--- src/rtl/hazard_detection_unit_priv_pkg.sv ---
// Shared opcode constants for the privileged in-order pipeline hazard logic.
package hazard_detection_unit_priv_pkg;
   localparam logic [6:0] R_TYPE = 7'b0110011;
   localparam logic [6:0] BRANCH = 7'b1100011;
   localparam logic [6:0] JALR   = 7'b1100111;
   localparam logic [6:0] JAL    = 7'b1101111;
endpackage

--- src/rtl/hazard_detection_unit_priv.sv ---
// Combinational stall/flush detector for the fault-capable in-order pipeline.
// The only state is a half-rate cycle counter that gates scan debug printing.
module hazard_detection_unit_priv
   import hazard_detection_unit_priv_pkg::*;
#(
   parameter int CORE            = 0,
   parameter int ADDRESS_BITS    = 20,
   parameter int SCAN_CYCLES_MIN = 0,
   parameter int SCAN_CYCLES_MAX = 1000
) (
   input  logic                    clock,
   input  logic                    reset,
   input  logic                    fetch_valid,
   input  logic                    fetch_ready,
   input  logic                    issue_request,
   input  logic [ADDRESS_BITS-1:0] issue_PC,
   input  logic [ADDRESS_BITS-1:0] fetch_address_in,
   input  logic                    memory_valid,
   input  logic                    memory_ready,
   input  logic                    load_memory,
   input  logic                    store_memory,
   input  logic [ADDRESS_BITS-1:0] load_address,
   input  logic [ADDRESS_BITS-1:0] memory_address_in,
   input  logic [6:0]              opcode_decode,
   input  logic [6:0]              opcode_execute,
   input  logic                    branch_execute,
   input  logic                    solo_instr_decode,
   input  logic                    solo_instr_execute,
   input  logic                    solo_instr_memory_issue,
   input  logic                    solo_instr_memory_receive,
   input  logic                    solo_instr_writeback,
   input  logic                    i_mem_page_fault,
   input  logic                    i_mem_access_fault,
   input  logic                    d_mem_page_fault,
   input  logic                    d_mem_access_fault,
   output logic                    i_mem_issue_hazard,
   output logic                    i_mem_recv_hazard,
   output logic                    d_mem_issue_hazard,
   output logic                    d_mem_recv_hazard,
   output logic                    JALR_branch_hazard,
   output logic                    JAL_hazard,
   output logic                    solo_instr_hazard,
   input  logic                    scan
);

   logic        i_fault;
   logic        d_fault;
   logic [31:0] cycles;
   logic        phase;

   // A pending fault must reach the trap logic, so it suppresses the memory stall on its side.
   assign i_fault = i_mem_page_fault | i_mem_access_fault;
   assign d_fault = d_mem_page_fault | d_mem_access_fault;

   assign i_mem_issue_hazard = ~i_fault & ~fetch_ready & ~issue_request;
   assign i_mem_recv_hazard  = ~i_fault & issue_request &
                               (~fetch_valid | (issue_PC != fetch_address_in));
   assign d_mem_issue_hazard = ~d_fault & ~memory_ready;
   assign d_mem_recv_hazard  = ~d_fault & load_memory &
                               (~memory_valid | (load_address != memory_address_in));

   assign JALR_branch_hazard = (opcode_execute == JALR) |
                               ((opcode_execute == BRANCH) & branch_execute);
   assign JAL_hazard         = (opcode_decode == JAL);

   // Decode holds until every older solo instruction has left the pipeline.
   assign solo_instr_hazard  = solo_instr_execute | solo_instr_memory_issue |
                               solo_instr_memory_receive | solo_instr_writeback;

   always_ff @(posedge clock) begin
      if (reset) begin
         cycles <= 32'd0;
         phase  <= 1'b0;
      end else begin
         phase <= ~phase;
         if (phase) cycles <= cycles + 32'd1;
      end
   end

`ifndef SYNTHESIS
   logic in_window;
   // Signed 33-bit compare keeps the window check meaningful for any parameter values.
   assign in_window = ($signed({1'b0, cycles}) >= 33'(SCAN_CYCLES_MIN)) &&
                      ($signed({1'b0, cycles}) <= 33'(SCAN_CYCLES_MAX));

   always @(posedge clock) begin
      if (scan && in_window) begin
         $display("hdu core=%0d cycle=%0d fv=%b fr=%b ireq=%b ipc=%h faddr=%h mv=%b mr=%b ld=%b st=%b laddr=%h maddr=%h opd=%b ope=%b br=%b solo=%b%b%b%b%b flt=%b%b%b%b | iiss=%b irecv=%b diss=%b drecv=%b jalr_br=%b jal=%b solo_h=%b",
                  CORE, cycles, fetch_valid, fetch_ready, issue_request, issue_PC,
                  fetch_address_in, memory_valid, memory_ready, load_memory, store_memory,
                  load_address, memory_address_in, opcode_decode, opcode_execute,
                  branch_execute, solo_instr_decode, solo_instr_execute,
                  solo_instr_memory_issue, solo_instr_memory_receive, solo_instr_writeback,
                  i_mem_page_fault, i_mem_access_fault, d_mem_page_fault, d_mem_access_fault,
                  i_mem_issue_hazard, i_mem_recv_hazard, d_mem_issue_hazard,
                  d_mem_recv_hazard, JALR_branch_hazard, JAL_hazard, solo_instr_hazard);
      end
   end
`endif

endmodule

--- config.mk ---
export PLATFORM = sky130hd
export DESIGN_NAME = hazard_detection_unit_priv
export DESIGN_NICKNAME = d
export VERILOG_FILES = /design/src/rtl/hazard_detection_unit_priv_pkg.sv /design/src/rtl/hazard_detection_unit_priv.sv
export SDC_FILE = /design/constraint.sdc
export NUM_CORES = 1
export LEC_CHECK = 0
export ABC_AREA = 1
export ABC_CLOCK_PERIOD_IN_PS = 1800
export BUFFER_PORTS_ARGS = -buffer_cell sky130_fd_sc_hd__buf_2
export CAP_MARGIN = 15
export CORE_MARGIN = 3
export CORE_UTILIZATION = 36
export DETAILED_ROUTE_END_ITERATION = 10
export PLACE_DENSITY = 0.95
export SKIP_LAST_GASP = 1
export SYNTH_ARGS = -nofsm -noshare
export SYNTH_HDL_FRONTEND = slang
export SYNTH_SLANG_ARGS = --single-unit
--- constraint.sdc ---
create_clock -name vclk -period 1.8
set_clock_uncertainty 0.15 [all_clocks]
set_input_delay 0.36 -clock vclk [all_inputs]
set_output_delay 0.36 -clock vclk [all_outputs]
set_load 0.02 [all_outputs]
==> impl_metrics.toml, run 1 <==
[status]
outcome = "complete, no violations"

[cells_and_area]
final.fill_count = 254
mostFrequentLayoutCells = "115 x buf_2, 113 x nand2_1, 71 x inv_1"
drive_gt1_frac = 0.335
register_area_um2 = 0
n_sequential_cell = 0
fin_nets = 465
finalNonFillerCells = 377
fin_area_um2 = 1550
finalCoreUtilization = 0.669
antenna_cells = 0
areaGrowthSynthToFinish_pct = 66.9
nClkBuffers = 0
final_common_cell = "buf_2"

[global_route]
antenna_found_initial = 0
grt_pass1_vias = 1395
grt-ovfl-total = 0
grt_start_max_net_pins = 3
gr-usage-all-layers = 0.180
grt_pass1_wl_um = 5050

[clock_network]
hold_buffers = 0
cts_resized = 0
cts_setup_buffers = 0

[timing]
clock.fmax_ghz = 0.594
slew_headroom = 0.859
post-route-min-period_ps = 1680
worstMarginPinSlew_ps = 210
slew_violations = 0
finalHoldViolations = 0
rsz0062_at_grt = "false"
setup_tns_ps = 0
setup_viol = 0
post-route-period-util = 0.935

[placement]
dp_hpwl_um = 2950
gp_congestion = 0.855
io_buffers = 116
place_inst = 377
dpl_cell_area_um2 = 1550

[detailed_routing]
route.detailed.drc = 0
drt-total-wl_um = 3080
avgRoutedWirePerCell_um = 8.18
via_count = 1560
postRouteAntennaNets = 0
first_iter_violations = 40
via_per_inst = 4.14
dr.pass1.iters = 4

[logic_synthesis]
avgSynthCellArea_um2 = 3.99
synth_area_um2 = 930
syn_inst = 233
yosys_warnings = 0
ys_types = 14
synth_seq_area_share = 0
syn_nets = 347

[worst_setup_path]
cp-end-kind = "primary output"
cp_max_fo = 2
path_class = "primary input to primary output"
critical_path_required_ps = 1290
worstSetupStartpointType = "primary input"
worst_ep_arrival_time_ps = 1170

[floorplan]
die-area_um2 = 3230
boundaryPins = 121
die_w_um = 56.8
start_util = 0.401
row_count = 17
die_height_um = 56.8
core-area_um2 = 2320

[pwr]
ir_worst_vdd_v = 0.000119
p_per_area_nw_per_um2 = 178
p_leak_nw = 1.23

[job]
max_cap_violations = 0

[min_path]
hold_path.class = "primary input to primary output"
power by group:
part	internal, W	total (W)	switching [W]
sequential	0	0	0
clock	0	0	0
combinational	0.000147	0.000276	0.000129
synthesized netlist by cell type (all sizes together):
cell / n / area share
or2: 6 / 0.040
nand2: 113 / 0.46
nor4: 1 / 0.0067
nor3b: 1 / 0.0081
inv: 71 / 0.29
nand3: 6 / 0.032
nor3: 3 / 0.016
nor2: 25 / 0.10
o21ai: 2 / 0.011
o211ai: 1 / 0.0081
or4: 1 / 0.0081
nand4: 1 / 0.0067
xnor2: 2 / 0.019
cells by family after synthesis:
| kind of cell | Yosys count | share of synthesized area |
|---|---|---|
| buffers and inverters | 71 | 0.287 |
| AOI/OAI and AO/OA | 3 | 0.0188 |
| xor gates and xnor gates | 2 | 0.0188 |
| and+or+nand+nor | 157 | 0.676 |
metrics by stage:
| stage | setup WS, ps | hold WS (ps) | total power (W) |
|---|---|---|---|
| global placement | 110 | 826 | 0.000264 |
| floorplan | 176 | 650 | 0.000125 |
| global route | 3.33 | 843 | 0.000321 |
| CTS | 111 | 828 | 0.000275 |
| detailed placement | 111 | 825 | 0.000274 |
| finish | 117 | 828 | 0.000276 |
metal layers:
| metal | part of all wire | GRT usage |
|---|---|---|
| met4 | 0 | 0 |
| met3 | 0.038 | 0.00230 |
| met5 | 0 | 0 |
| met2 | 0.60 | 0.398 |
| met1 | 0.37 | 0.194 |
final cells by class:
class / instances / area [µm²] / share of cell area
Tap cell: 28 / 35.0 / 0.0226
Inverter: 71 / 267 / 0.172
Timing Repair Buffer: 116 / 587 / 0.378
Multi-Input combinational cell: 162 / 663 / 0.427
critical path, stage by stage:
cell and delay, ps:
buf_2 100, nor2_1 90, nor2_1 50, nor2_1 100
nand2_1 60, nor2_1 110, nand3_1 80, nand2_1 60
inv_1 30, buf_2 140
worst paths after layout:
kind	start	endpoint	slack, ps	cells past startpoint
worst max-delay path	fetch_address_in[8]	i_mem_recv_hazard	120	10
worst min-delay path	opcode_execute[4]	JALR_branch_hazard	830	3
(Power assumes the default switching activity.)
==> run 2, diff against run 1 <==
--- a/config.mk
+++ b/config.mk
@@ -5,13 +5,12 @@
 export SDC_FILE = /design/constraint.sdc
 export NUM_CORES = 1
 export LEC_CHECK = 0
-export ABC_AREA = 1
 export ABC_CLOCK_PERIOD_IN_PS = 1800
 export BUFFER_PORTS_ARGS = -buffer_cell sky130_fd_sc_hd__buf_2
 export CAP_MARGIN = 15
-export CORE_MARGIN = 3
-export CORE_UTILIZATION = 36
+export CORE_UTILIZATION = 25
 export DETAILED_ROUTE_END_ITERATION = 10
+export MAX_ROUTING_LAYER = met4
 export PLACE_DENSITY = 0.95
 export SKIP_LAST_GASP = 1
 export SYNTH_ARGS = -nofsm -noshare
==> run 2 against run 1 <==
  * The flow now finishes with violations (setup timing)
  * Synthesized cell count decreased by 72%
  * Non-clock buffer count unchanged
  * First-iteration DRC count decreased by 95%
  * Sequential share of layout area unchanged
  * Final area decreased by 17%
  * Maximum frequency decreased by 8.9%
  * Via count decreased by 41%
  * Die area decreased by 31%
  * Flip-flop and latch count unchanged
  * Largest power group unchanged
==> impl_metrics.toml, run 2 <==
[status]
outcome = "finished with violations"
violations = "setup timing"

[timing]
clock.fmax_ghz = 0.541
setup_viol = 2
slew_headroom = 0.840
post-route-period-util = 1.03
worstMarginPinSlew_ps = 236
finalHoldViolations = 0
hold_ws_ps = 830
slew_violations = 0
rsz0062_at_grt = "true"
setup_tns_ps = -82.5
post-route-min-period_ps = 1850
fin_ws_ps = -47.6

[cells_and_area]
fin_nets = 298
nClkBuffers = 0
areaGrowthSynthToFinish_pct = 150
final_common_cell = "buf_2"
register_area_um2 = 0
antenna_cells = 0
mostFrequentLayoutCells = "103 x buf_2, 23 x xnor2_1, 12 x buf_6"
finalCoreUtilization = 0.662
n_sequential_cell = 0
drive_gt1_frac = 0.698

[pwr]
ir_worst_vdd_v = 0.000115
p_leak_nw = 0.669
p_per_area_nw_per_um2 = 214

[global_route]
grt_start_max_net_pins = 3
gr-usage-all-layers = 0.166
grt_pass1_wl_um = 2680
antenna_found_initial = 0
grt-ovfl-total = 0
grt_pass1_vias = 746

[floorplan]
die_w_um = 47.3
die-area_um2 = 2240
core-area_um2 = 1940
boundaryPins = 121
start_util = 0.264
die_height_um = 47.3
row_count = 16

[worst_setup_path]
critical_path_required_ps = 1290
worstSetupStartpointType = "primary input"
cp-end-kind = "primary output"
worst_ep_arrival_time_ps = 1340
path_class = "primary input to primary output"
cp_max_fo = 1

[detailed_routing]
route.detailed.drc = 0
drt-total-wl_um = 2350
dr.pass1.iters = 3
first_iter_violations = 2
postRouteAntennaNets = 0
via_count = 921
via_per_inst = 4.41
avgRoutedWirePerCell_um = 11.2

[job]
max_cap_violations = 0

[logic_synthesis]
avgSynthCellArea_um2 = 7.77
synth_area_um2 = 513
synth-simple-area-share = 0.261
synth_xor_area_frac = 0.683
synth_compound_area_frac = 0.0561
yosys_warnings = 0
synth_common_cells = "32 x xnor2_1, 8 x xor2_1, 6 x nand4_1"
synthMuxAreaShare = 0
synth_most_common_cell = "xnor2_1"
synth_fa_ha_area_frac = 0
synth_top_family_by_area = "XOR/XNOR gates"
yosys.area.top_type_share = 0.546
syn_inst = 66
synth_seq_area_share = 0
synthTopCellsByArea = "xnor2_1 55%, xor2_1 14%, nand4_1 7.3%"
yosys.area.top_type = "xnor2_1"
syn_nets = 180
ys_types = 13

[placement]
dp_hpwl_um = 1950
gp_congestion = 0.630
io_buffers = 116

[clock_network]
hold_buffers = 0
cts_setup_buffers = 0

[min_path]
hold_path.class = "primary input to primary output"
hold_depth = 3
-- run 2: changes by cell type in the layout (fill, tap and decap cells not counted), sizes merged, moves of 3 or more --
cell / previous run / this run
inv: 71 / 0
nand2: 113 / 2
nor2: 25 / 3
nand3: 6 / 3
xnor2: 2 / 32
xor2: 0 / 8
nand4: 1 / 6
nor4: 1 / 5
or2: 6 / 0
-- run 2: report_power, final --
part | internal, W | switching [W] | total [W]
sequential | 0 | 0 | 0
combinational | 0.000178 | 0.0000972 | 0.000275
clock | 0 | 0 | 0
-- run 2: layout make-up --
class	count	area, µm²
Multi-Input combinational cell	66	593
Tap cell	27	33.8
Timing Repair Buffer	116	658
Fill cell	146	657
-- run 2: layer usage --
metal,global-route usage,part of all wire
met5,-,0
met3,0.0269,0.14
met4,0.0171,0.0081
met2,0.367,0.52
met1,0.142,0.33
-- run 2: path summary, 6_finish.rpt --
kind	start	end	slack (ps)
min	fetch_ready	i_mem_issue_hazard	830
max	memory_address_in[5]	d_mem_recv_hazard	-50
-- run 2: cell families after synthesis --
family,count (synthesis)
AND/OR/NAND/NOR,23
XOR/XNOR,40
AO/OA/AOI/OAI,3
-- run 2: what timing repair did --
action,4_1_cts,5_1_grt
pin swaps,9,13
resized for setup,7,17
hold endpoints to repair,0,0
endpoints found under the setup margin,2,2
-- run 2: worst max-delay path, cell delays in order --
cell and delay (ps):
buf_2 100, xnor2_1 140, nand4_1 120, nor4_2 290, a41oi_1 140, buf_4 180
-- run 2: metrics by stage --
step / area (µm²) / power (W) / setup slack (ps) / std cells
after global routing: 1280 / 0.000300 / -150 / 209
after CTS: 1170 / 0.000245 / -51.4 / 209
after detailed placement: 1130 / 0.000234 / -113 / 209
final: 1280 / 0.000275 / -47.6 / 209
after floorplan: 513 / 0.0000934 / 161 / 66
after global placement: 1130 / 0.000229 / -94.1 / 209
